`src/rtl/acs_unit.sv`:
```
// Add-compare-select stage for the K=3 rate-1/2 (7,5) Viterbi decoder, with frame tracking.
// Optional ACS_NORM_STATS_EN adds a saturating count of normalized symbols (norm_cnt).
module acs_unit #(
  parameter int FRAME_LEN   = 64,
  parameter int INIT_BIAS   = 8,
  parameter int NORM_THRESH = 16,
  parameter int CNT_W       = 8
) (
  input  logic             clk,
  input  logic             reset,
  input  logic             in_valid,
  input  logic             frame_start,
  input  logic [1:0]       sym,
  input  logic [4:0]       m_in0,
  input  logic [4:0]       m_in1,
  input  logic [4:0]       m_in2,
  input  logic [4:0]       m_in3,
  output logic [4:0]       m_new0,
  output logic [4:0]       m_new1,
  output logic [4:0]       m_new2,
  output logic [4:0]       m_new3,
  output logic [3:0]       dec,
  output logic             dec_valid,
  output logic [1:0]       best_state,
  output logic [CNT_W-1:0] sym_idx,
  output logic             frame_done
`ifdef ACS_NORM_STATS_EN
  ,
  output logic [7:0]       norm_cnt
`endif
);

  typedef enum logic {IDLE, RUN} state_t;

  state_t           state_q, state_d;
  logic [CNT_W-1:0] cnt_q, cnt_d;
  logic [3:0]       dec_q, dec_d;
  logic             dec_valid_q, dec_valid_d;
  logic [1:0]       best_state_q, best_state_d;
  logic [CNT_W-1:0] sym_idx_q, sym_idx_d;
  logic             frame_done_q, frame_done_d;

  logic [4:0]       old_m [4];
  logic [4:0]       acs_m [4];
  logic [4:0]       norm_m [4];
  logic [3:0]       sel;
  logic [4:0]       min_m;
  logic [1:0]       min_idx;
  logic             norm_fire;
  logic             accept;
  logic [CNT_W-1:0] cur_idx;
  logic             last_sym;
  logic [1:0]       nn, p0, p1;
  logic [4:0]       cand_a, cand_b;

  function automatic logic [1:0] branch_metric(input logic [1:0] n, input logic [1:0] p,
                                               input logic [1:0] s);
    logic c1, c0;
    c1 = n[1] ^ p[1] ^ p[0];
    c0 = n[1] ^ p[0];
    return {1'b0, c1 ^ s[1]} + {1'b0, c0 ^ s[0]};
  endfunction

  function automatic logic [4:0] sat_add(input logic [4:0] m, input logic [1:0] bm);
    logic [5:0] sum;
    sum = {1'b0, m} + {4'b0000, bm};
    return (sum > 6'd31) ? 5'd31 : sum[4:0];
  endfunction

  // A frame_start symbol discards the incoming metrics and seeds state 0 as most likely.
  always_comb begin
    old_m[0] = frame_start ? 5'd0 : m_in0;
    old_m[1] = frame_start ? 5'(INIT_BIAS) : m_in1;
    old_m[2] = frame_start ? 5'(INIT_BIAS) : m_in2;
    old_m[3] = frame_start ? 5'(INIT_BIAS) : m_in3;
    nn      = '0;
    p0      = '0;
    p1      = '0;
    cand_a  = '0;
    cand_b  = '0;
    sel     = '0;
    acs_m   = '{default: '0};
    norm_m  = '{default: '0};
    for (int i = 0; i < 4; i++) begin
      nn       = 2'(i);
      p0       = {nn[0], 1'b0};
      p1       = {nn[0], 1'b1};
      cand_a   = sat_add(old_m[p0], branch_metric(nn, p0, sym));
      cand_b   = sat_add(old_m[p1], branch_metric(nn, p1, sym));
      sel[i]   = cand_b < cand_a;
      acs_m[i] = sel[i] ? cand_b : cand_a;
    end
    min_m   = acs_m[0];
    min_idx = '0;
    for (int i = 1; i < 4; i++) begin
      if (acs_m[i] < min_m) begin
        min_m   = acs_m[i];
        min_idx = 2'(i);
      end
    end
    norm_fire = {1'b0, min_m} >= 6'(NORM_THRESH);
    for (int i = 0; i < 4; i++) begin
      norm_m[i] = norm_fire ? acs_m[i] - 5'(NORM_THRESH) : acs_m[i];
    end
  end

  always_comb begin
    accept       = in_valid && (state_q == RUN || frame_start);
    cur_idx      = frame_start ? '0 : cnt_q;
    last_sym     = cur_idx == CNT_W'(FRAME_LEN - 1);
    state_d      = state_q;
    cnt_d        = cnt_q;
    dec_d        = dec_q;
    best_state_d = best_state_q;
    sym_idx_d    = sym_idx_q;
    dec_valid_d  = 1'b0;
    frame_done_d = 1'b0;
    if (accept) begin
      dec_valid_d  = 1'b1;
      dec_d        = sel;
      best_state_d = min_idx;
      sym_idx_d    = cur_idx;
      if (last_sym) begin
        state_d      = IDLE;
        cnt_d        = '0;
        frame_done_d = 1'b1;
      end else begin
        state_d = RUN;
        cnt_d   = cur_idx + CNT_W'(1);
      end
    end
    m_new0 = reset ? 5'd0 : (accept ? norm_m[0] : m_in0);
    m_new1 = reset ? 5'd0 : (accept ? norm_m[1] : m_in1);
    m_new2 = reset ? 5'd0 : (accept ? norm_m[2] : m_in2);
    m_new3 = reset ? 5'd0 : (accept ? norm_m[3] : m_in3);
  end

  always_ff @(posedge clk) begin
    if (reset) begin
      state_q      <= IDLE;
      cnt_q        <= '0;
      dec_q        <= '0;
      dec_valid_q  <= 1'b0;
      best_state_q <= '0;
      sym_idx_q    <= '0;
      frame_done_q <= 1'b0;
    end else begin
      state_q      <= state_d;
      cnt_q        <= cnt_d;
      dec_q        <= dec_d;
      dec_valid_q  <= dec_valid_d;
      best_state_q <= best_state_d;
      sym_idx_q    <= sym_idx_d;
      frame_done_q <= frame_done_d;
    end
  end

  assign dec        = dec_q;
  assign dec_valid  = dec_valid_q;
  assign best_state = best_state_q;
  assign sym_idx    = sym_idx_q;
  assign frame_done = frame_done_q;

`ifdef ACS_NORM_STATS_EN
  logic [7:0] norm_cnt_q, norm_cnt_d;
  logic [7:0] norm_base;

  // A new frame restarts the count, then its own symbol may still count as one.
  always_comb begin
    norm_base  = (accept && frame_start) ? 8'd0 : norm_cnt_q;
    norm_cnt_d = norm_cnt_q;
    if (accept) begin
      norm_cnt_d = (norm_fire && norm_base != 8'hFF) ? norm_base + 8'd1 : norm_base;
    end
  end

  always_ff @(posedge clk) begin
    if (reset) begin
      norm_cnt_q <= '0;
    end else begin
      norm_cnt_q <= norm_cnt_d;
    end
  end

  assign norm_cnt = norm_cnt_q;
`endif

endmodule

```
`config.mk`:
```
export PLATFORM = sky130hd
export DESIGN_NAME = acs_unit
export DESIGN_NICKNAME = d
export VERILOG_FILES = /design/src/rtl/acs_unit.sv
export SDC_FILE = /design/constraint.sdc
export NUM_CORES = 1
export LEC_CHECK = 0
export BUFFER_PORTS_ARGS = -buffer_cell sky130_fd_sc_hd__buf_4
export CORE_MARGIN = 1.5
export CORE_UTILIZATION = 30
export DETAILED_ROUTE_END_ITERATION = 12
export PLACE_DENSITY = 0.58
export RECOVER_POWER = 25
export SLEW_MARGIN = 40
export SYNTH_ARGS = -nofsm -noshare
export SYNTH_HDL_FRONTEND = slang
export SYNTH_SLANG_ARGS = --single-unit
```
`constraint.sdc`:
```
create_clock -name clk -period 23.5 [get_ports clk]
set_input_delay 2.35 -clock clk [delete_from_list [all_inputs] [get_ports clk]]
set_output_delay 2.35 -clock clk [all_outputs]
set_load 0.05 [all_outputs]
```
* Word level (Yosys, flattened, before mapping)
Index checks and enable logic that the tools add are counted.
Widths: inputs -> output; s select.
** Storage, ports and cells
- Memory bits (read-only) :: 0
- Bits in latches :: 0
- Bits in registers :: 25
- Memories :: 0
- Bits in writable memories :: 0
- Logic and storage cells :: 86
- Output and inout bits :: 36
** Cells by class
- $add $sub $neg :: 17
- Bitwise gates (word level) :: 3
- Equal/unequal tests :: 1
- Mux-type cells :: 39
- Divide/modulo/power cells :: 0
- $mul :: 0
- Reductions and logical operators :: 3
- Magnitude comparators :: 16
- Shift operators :: 0
** Operators with widths (number)
- $mux 5 :: 31
- $add 5x2->6 :: 8
- $gt 6x5->1 const B :: 8
- $lt 5x5->1 :: 7
- $sub 5x5->5 const B :: 4
- $mux 8 :: 2
- $add 1x1->2 :: 4
- $add 8x1->8 const B :: 1
- $eq 8x6->1 const B :: 1
- $ge 5x5->1 const B :: 1
- $mux 1 :: 4
- $mux 2 :: 2
- $not 1->1 :: 3
- $reduce_or 2->1 :: 1
- $logic_and 1x1->1 :: 1
- $logic_or 1x1->1 :: 1

* Logic depth before layout (Yosys ltp)
Gate-level depths: netlist of run 1.
- Word-level depth :: 17
- Gate-level depth with buffers :: 39

* Worst setup path after synthesis of run 1
OpenSTA, ideal clock, no wires.
- Path type :: input to output
- Start :: input frame_start
- End :: output m_new2[4]
- Stages on the path :: 37
- Arrival time :: 11.022 ns
- Data required time :: 21.150 ns
- Setup slack :: 10.128 ns
- Cells stage by stage :: clkbuf_1 -> buf_2 -> buf_1 -> clkbuf_1 -> clkbuf_1 -> nor2b_1 -> ha_1 -> maj3_2 -> and4_4 -> or2_2 -> ha_1 -> or2_2 -> o41ai_2 -> a21oi_2 -> o31a_1 -> maj3_2 -> a21oi_1 -> inv_1 -> ha_1 -> nor3_1 -> a22o_1 -> mux2_2 -> ha_1 -> a21o_1 -> a21o_1 -> a21o_1 -> a311o_1 -> nand2_1 -> nor2_1 -> a21oi_1 -> ha_1 -> a21o_1 -> a21o_1 -> a21oi_1 -> o21ai_4 -> o311a_1 -> a31oi_1
** Between the ends
- Cells in the longest elaborated chain, start to end :: 16
- Elaborated cells on any way between the ends :: 49
- Classes of those cells :: 9 x add/sub; 16 x order compare; 22 x mux; 2 x reduce/logical
** RTL lines
- start, declared :: line 12 : input logic frame_start,
- $mux 5, on equally long branches
- $add 5x2->6 :: line 66 : sum = {1'b0, m} + {4'b0000, bm};
- $gt 6x5->1 :: line 67 : return (sum > 6'd31) ? 5'd31 : sum[4:0];
- $mux 5 :: line 67
- $lt 5x5->1 :: line 90 : sel[i] = cand_b < cand_a;
- $mux 5 :: line 91 : acs_m[i] = sel[i] ? cand_b : cand_a;
- $lt 5x5->1 :: line 96 : if (acs_m[i] < min_m) begin
- $mux 5 :: line 96
- $lt 5x5->1 :: line 96
- $mux 5 :: line 96
- $lt 5x5->1 :: line 96
- $mux 5 :: line 96
- $ge 5x5->1 :: line 101 : norm_fire = {1'b0, min_m} >= 6'(NORM_THRESH);
- $mux 5 :: line 103 : norm_m[i] = norm_fire ? acs_m[i] - 5'(NORM_THRESH) : acs_m[i];
- $mux 5 * (2 in a row) :: line 134 : m_new2 = reset ? 5'd0 : (accept ? norm_m[2] : m_in2);
- end, declared :: line 20 : output logic [4:0] m_new2,
Every way passes the cells marked *; elsewhere a longest branch is shown, timed or not.

* Worst setup path after layout of run 1
Same ends and word-level chain as after synthesis.

==> summary.md, run 1 <==
| Metric | Value |
|---|---|
| Total grt overflow | 0 |
| Root buffer cell | clkbuf_16 |
| Remaining DRCs | 0 |
| Routed vias/inst | ~5.6 |
| Clk_lat worst skew | about 0.26 ns |
| Flop2flop setup slack | 21.35 ns |
| CP Class | in2out |
| Largest stage delay, worst path | 0.47 ns |
| CTS H-tree lvls | 1 |
| Final WL | 12330 µm |
| ANT nets after route | 0 |
| Routed WL per cell | 16.22 µm |
| Cell row count | 41 |
| Max-slew violation count | 0 |
| Worst path slowest cell | o41ai_2 |
| Skew final | 0.004617 ns |
| RR Endpoint | cnt_q[5] |
| Top routing layer in use | met4 |
| Initial antenna violation count | 0 |
| Maximum vdd drop | 0.00002476 V |
| Synthesized flop and latch total | 25 |
| Post-layout min period | 12.94 ns |
| Synthesized Nets | 615 |
| Via Count | 4265 |
| Worst EP arrival | 10.59 ns |
| Crit path max fanout | 53 |
| Most common cell in the netlist | nand2_1 |
| Final Setup Violations | 0 |
| Register-to-Register Path Depth | 8 |
| Hold endpoint | sym_idx[5] |
| Nets@finish | 655 |
| Met2 routed WL | 5568 µm |
| Gr usage total | 0.1824 |
| Horiz. Die Dim | 115.9 µm |
| Worst slew margin relative to its limit | 0.5030 |
| Post-CTS Resized | 0 |
| Cell depth of the worst hold path | 2 |
| Synth top cells by count | nand2_1, a21oi_1, nor2_1, ha_1, dfxtp_1 |
| PortBufs | 61 |
| Synth Cell Area | 3824 µm² |
| Kind of cell with the highest combined delay on the critical path | compound AO/OA/AOI/OAI gates |
| FF-to-FF Start | cnt_q[0] |
| Hold Crit Start | sym_idx[5] |
| Post-DP HPWL | between 9000 and 10000 µm |
| Mapped Avg Cell Area | 6.965 µm² |
| Reg clk slew, reported paths | 0.07 ns |
| Area share of the largest cell type after synthesis | 0.1309 |
| Chip height | between 100 and 150 µm |
| Top cells by area, synth | dfxtp_1, ha_1, a21oi_1, nand2_1, nor2_1 |
| Final period utilization | 0.5506 |
| Fraction of layout cells with a size suffix above 1 | 0.1395 |
| Core area | 12520 µm² |
| Syn Inst Count | roughly 550 |
| # Post-CTS Setup Buffers | 0 |
| M1 WL | 5738 µm |
| RSZ-0062 raised after global routing | false |
| CTS max path bufs | 2 |
| Worst setup SP type | input port |
| Vias in the first global route | ~4000 |
| Ports | 62 |
| Worst hold path class | reg2reg |
| Power Density | 60.88 nW/µm² |
| Total clock sinks | 25 |
| Pre-antenna DRT Iters | 6 |
| Seq/Total Area, Yosys | 0.1309 |
| CP Data Required Time | about 21 ns |
| Starting Density | 0.3055 |
| Maxcap violations | 0 |
| Largest area contributor in the netlist | dfxtp_1 |
| Total power | roughly 270 µW |
| CTS buffer count | 3 |
| Hold_buf cts | 0 |
| Area grow syn2layout | 15.74% |
| Met3 WL | between 700 and 800 µm |
| Post-synth EDFFs | 0 |
| Filler cell count | 1364 |
| Outcome | finished, final reports clean |
| Hold Violations, Final | 0 |
| Largest net degree at the start of global routing | 54 |
| Worst slew pin tran | 0.7362 ns |
| Total Die Area | 13430 µm² |
| Fmax | approximately 77 MHz |
| Global-route wire length before repair | 19740 µm |
| Yosys cell types | 73 |
| Dominant synthesized flop cell | dfxtp_1 |
| First DRT Iteration DRCs | 345 |
| Ys Warns | 0 |
| Crit. End Element | output pin |
| CP bufs+invs | 5 |
| CTS tree | yes |
| RePlAce Congestion | 0.8969 |
| Diodes inserted | 0 |
| Async SR Flop Fraction | 0 |
| Pleak | between 0.0015 and 0.002 µW |
| Fin Setup TNS | 0 ns |
[where the power goes]
group / internal (µW) / leakage, µW / switching [µW]
registers: 44.1 / 0.000203 / 1.08
logic: 65.6 / 0.00161 / 120
clock network: 22.9 / 0.0000409 / 15.3
total: 133 / 0.00185 / 137
[metrics by stage]
step           hold slack (ns)  area (µm²)    util  cells  setup WS, ns
6_report                0.4514        4425  0.3536    760         10.56
5_1_grt                 0.4716        4425  0.3536    760         9.905
4_1_cts                 0.4561        4478  0.3578    760         10.61
3_5_place_dp            0.4472        4398  0.3514    756         10.67
3_3_place_gp            0.4440        4390  0.3508    756         10.84
2_1_floorplan           0.4405        3824       -    549         10.13
[cells by family after synthesis]
group | synth area share
AOI/OAI and AO/OA | 0.3135
xor gates and xnor gates | 0.01833
DFF | 0.1309
adders and majority gates | 0.1545
and+or+nand+nor | 0.2945
muxes | 0.03305
buffers and inverters | 0.05530
[worst min-delay path, cell delays in order, from the launching register on]
cell and delay (ns):
dfxtp_1 0.31, nand2_1 0.05, a21oi_1 0.05
[area by class of cell]
cell class	count	area (µm²)	area share
timing repair buffer	63	416.7	0.09415
clock buffer	3	75.07	0.01696
tap	172	215.2	0.04863
multi-input combinational	473	3127	0.7065
clock inverter	1	5.005	0.001131
inverter	23	86.33	0.01951
sequential	25	500.5	0.1131
[placed cells by master (no fill, tap or decap), types with 3 or more instances in the layout]
cell type	n
nand2_1	67
a21oi_1	60
nor2_1	56
buf_4	48
ha_1	38
dfxtp_1	25
nor3_1	23
inv_1	23
o21ai_0	21
nor2b_1	17
nand3_1	15
clkbuf_1	15
a31oi_1	12
a211oi_1	12
a21o_1	12
mux2i_1	9
or2_2	8
xnor2_1	8
nand4_1	7
nand2b_1	5
and3_1	5
or3_1	4
o31a_1	4
o21a_1	4
a21oi_2	4
maj3_2	4
o21ai_1	4
nor4_1	3
maj3_1	3
and4b_1	3
o311a_1	3
o2bb2ai_1	3
o2111ai_1	3
clkbuf_16	3
[state kept, by name (all words and copies together), names as in the netlist]
signal      count
cnt_q           8
sym_idx         8
dec             4
best_state      2
dec_valid       1
frame_done      1
state_q         1
[layer usage]
metal / GRT usage / vias up
met3: 0.01778 / 16
met1: 0.2515 / 1955
met4: 0.04309 / 0
met5: 0 / -
li1: - / 2113
met2: 0.3063 / 181
[worst max path at each step]
stage                      startpoint        end  slack [ns]  depth (start not counted)
final                     frame_start  m_new2[4]       10.56                         34
after detailed placement  frame_start  m_new2[4]       10.67                         34
after global routing      frame_start  m_new2[4]        9.91                         34
after floorplan           frame_start  m_new2[4]       10.13                         37
after CTS                 frame_start  m_new2[4]       10.61                         34
after global placement    frame_start  m_new2[4]       10.84                         34
Note: power is estimated with default switching activity, not from simulation.
==> run 2: changes to the inputs <==
- PLACE_DENSITY: 0.58 -> 0.59
- clock period: 23.5 -> 10.9 ns (I/O delays scaled with it)
==> run 2 against run 1 <==
Compared with the run above:
- sequential share of layout area about the same
- clock power increased by 120%
- hold slack improved by 0.0049 ns
- routed wire length increased by 1.7%
- core utilization increased by 0.11 points
- clock skew decreased by 0.0012 ns
- setup slack got worse by 10 ns
- global-route usage increased by 0.42 points
- non-clock buffer count increased by 1
- clock-buffer cell count unchanged
- critical path type unchanged
- largest power group unchanged
- highest routed layer unchanged
==> summary.md, run 2 (synthesis results as in run 1) <==
| Metric | Value |
|---|---|
| Outcome | finished, final reports clean (unchanged) |
| Fraction of layout cells with a size suffix above 1 | 0.1409 (was 0.1395) |
| Fin Setup TNS | 0 ns (unchanged) |
| Hold_buf cts | 0 (unchanged) |
| Worst EP arrival | 9.25 ns (was 10.59 ns) |
| Routed WL per cell | 16.48 µm (was 16.22 µm) |
| Via Count | 4279 (was 4265) |
| CTS tree | yes (unchanged) |
| Switching share of power | 0.5105 (was 0.5077) |
| Post-DP HPWL | 9980 µm (was 9761 µm) |
| Filler cell count | 1392 (was 1364) |
| Combinational share of power | 0.690 (about the same) |
| Total clock sinks | 25 (unchanged) |
| Crit path max fanout | 10 (was 53) |
| # Post-CTS Setup Buffers | 0 (unchanged) |
| Largest stage delay, worst path | 0.47 ns (about the same) |
| Kind of cell with the highest combined delay on the critical path | compound AO/OA/AOI/OAI gates (unchanged) |
| Design area | 4439 µm² (was 4425 µm²) |
| Hold Violations, Final | 0 (unchanged) |
| Starting Density | 0.3055 (unchanged) |
| Remaining DRCs | 0 (unchanged) |
| Post-layout min period | roughly 10 ns |
| Initial antenna violation count | 0 (unchanged) |
| Pre-antenna DRT Iters | 5 (was 6) |
| Maxcap violations | 0 (unchanged) |
| Worst hold path class | reg2reg (unchanged) |
| Clock power share | 0.144 (was 0.142) |
| Final Setup Violations | 0 (unchanged) |
| Net Sw Power | 299.8 µW (was 136.8 µW) |
| Chip height | 115.9 µm (unchanged) |
| PortBufs | 61 (unchanged) |
| Worst setup SP type | input port (unchanged) |
| First DRT Iteration DRCs | 280 (was 345) |
| Max-slew violation count | 0 (unchanged) |
| Global-route wire length before repair | 20380 µm (was 19740 µm) |
| CP Class | in2out (unchanged) |
| Routed vias/inst | 5.623 (was 5.612) |
| Most frequent cells in the layout | nand2_1, a21oi_1, nor2_1, buf_4, ha_1 (unchanged) |
| CP Data Required Time | 9.81 ns (was 21.15 ns) |
| Horiz. Die Dim | 115.9 µm (unchanged) |
| Diodes inserted | 0 (unchanged) |
| Crit. End Element | output pin (unchanged) |
| RePlAce Congestion | 0.9105 (was 0.8969) |
| Cell row count | 41 (unchanged) |
| P_int | 287.4 µW (was 132.7 µW) |
| Final WL | 12540 µm (was 12330 µm) |
| Placed cell areas | 4405 µm² (was 4398 µm²) |
| Worst path slowest cell | o41ai_2 (unchanged) |
| Root buffer cell | clkbuf_16 (unchanged) |
| Hold slack final | 0.4563 ns (was 0.4514 ns) |
| Commonest non-fill, non-tap cell in the layout | nand2_1 (unchanged) |
| Vias in the first global route | 4096 (was 3964) |
| CTS H-tree lvls | 1 (unchanged) |
| Total grt overflow | 0 (unchanged) |
| Clk_lat worst skew | 0.26 ns (about the same) |
| Fmax | just under 100 MHz |
| Layout Utilization | 0.3547 (was 0.3536) |
| Worst slew margin relative to its limit | 0.5274 (was 0.5030) |
| Largest net degree at the start of global routing | 54 (unchanged) |
| Worst setup margin | 0.5566 ns (was 10.56 ns) |
| Sequential power share | 0.166 (was 0.168) |
| Core area | 12520 µm² (unchanged) |
| Cell mode on critical path | ha_1 |
| Nets@finish | 656 (was 655) |
| Maximum vdd drop | 0.00005250 V (was 0.00002476 V) |
| Worst slew pin tran | 0.7000 ns (was 0.7362 ns) |
| Post-place setup slack | 0.6413 ns (was 10.67 ns) |
| Power Density | 132.3 nW/µm² (was 60.88 nW/µm²) |
| CTS buffer count | 3 (unchanged) |
| CP bufs+invs | 5 (unchanged) |
| Reg clk slew, reported paths | 0.07 ns (about the same) |
| CTS max path bufs | 2 (unchanged) |
| Area grow syn2layout | 16.10% (was 15.74%) |
| ANT nets after route | 0 (unchanged) |
| Ports | 62 (unchanged) |
| RSZ-0062 raised after global routing | false (unchanged) |
| Final period utilization | 0.9489 |
| Total Die Area | 13430 µm² (unchanged) |
| Gr usage total | 0.1865 (was 0.1824) |
| Skew final | 0.003379 ns (was 0.004617 ns) |
| Pleak | 0.001855 µW (was 0.001853 µW) |
[run 2: cell types whose count changed in the layout (fill, tap and decap cells not counted), sizes merged]
cell      change
buf           +1
clkinv        -1
clkinvlp      +1
[run 2: power groups by stage]
stage / Combinational (µW) / Clock [µW] / Sequential, µW
2_1_floorplan: 290 / 0 / 110
3_3_place_gp: 392 / 0 / 99.3
3_5_place_dp: 399 / 0 / 99.5
4_1_cts: 401 / 87.2 / 97.4
5_1_grt: 446 / 89.6 / 97.7
6_report: 405 / 84.6 / 97.3
[run 2: worst min-delay path: cells and delay by family, from the launching register on]
| family | cells | cell delay [ns] |
|---|---|---|
| DFF | 1 | 0.31 |
| and+or+nand+nor | 1 | 0.05 |
| AOI/OAI and AO/OA | 1 | 0.05 |
[run 2: stage by stage]
step           instances  power (µW)
4_1_cts              761       585.5
3_3_place_gp         757       491.3
6_report             761       587.2
3_5_place_dp         757       498.3
2_1_floorplan        549       399.9
5_1_grt              761       633.7
[run 2: worst paths after layout]
kind                                  from    endpoint  slack (ns)  cells after the start
worst min-delay path            sym_idx[5]  sym_idx[5]        0.46                      2
worst min register to register  sym_idx[5]  sym_idx[5]        0.46                      2
worst max-delay path                sym[0]   m_new2[4]        0.56                     35
worst max register to register    cnt_q[0]    cnt_q[4]        8.76                      9
[run 2: timing repair]
item / 4_1_cts / 5_1_grt
resized for setup: 0 / 1
endpoints found under the hold margin: 0 / 0
setup endpoints to repair: 0 / 1
[run 2: area by class of cell]
type,instances,area [µm²],share of cell area
Inverter,23,86.33,0.01945
Clock buffer,3,75.07,0.01691
Tap cell,172,215.2,0.04848
Sequential cell,25,500.5,0.1127
Clock inverter,1,7.507,0.001691
Timing Repair Buffer,64,427.9,0.09639
Multi-Input combinational cell,473,3127,0.7043
[run 2: routing by layer]
metal	track usage	share of wire	vias to the layer above
met3	0.01412	0.045	15
met4	0.04472	0.016	0
met5	0	0	-
li1	-	-	2117
met2	0.3235	0.47	125
met1	0.2512	0.47	2022
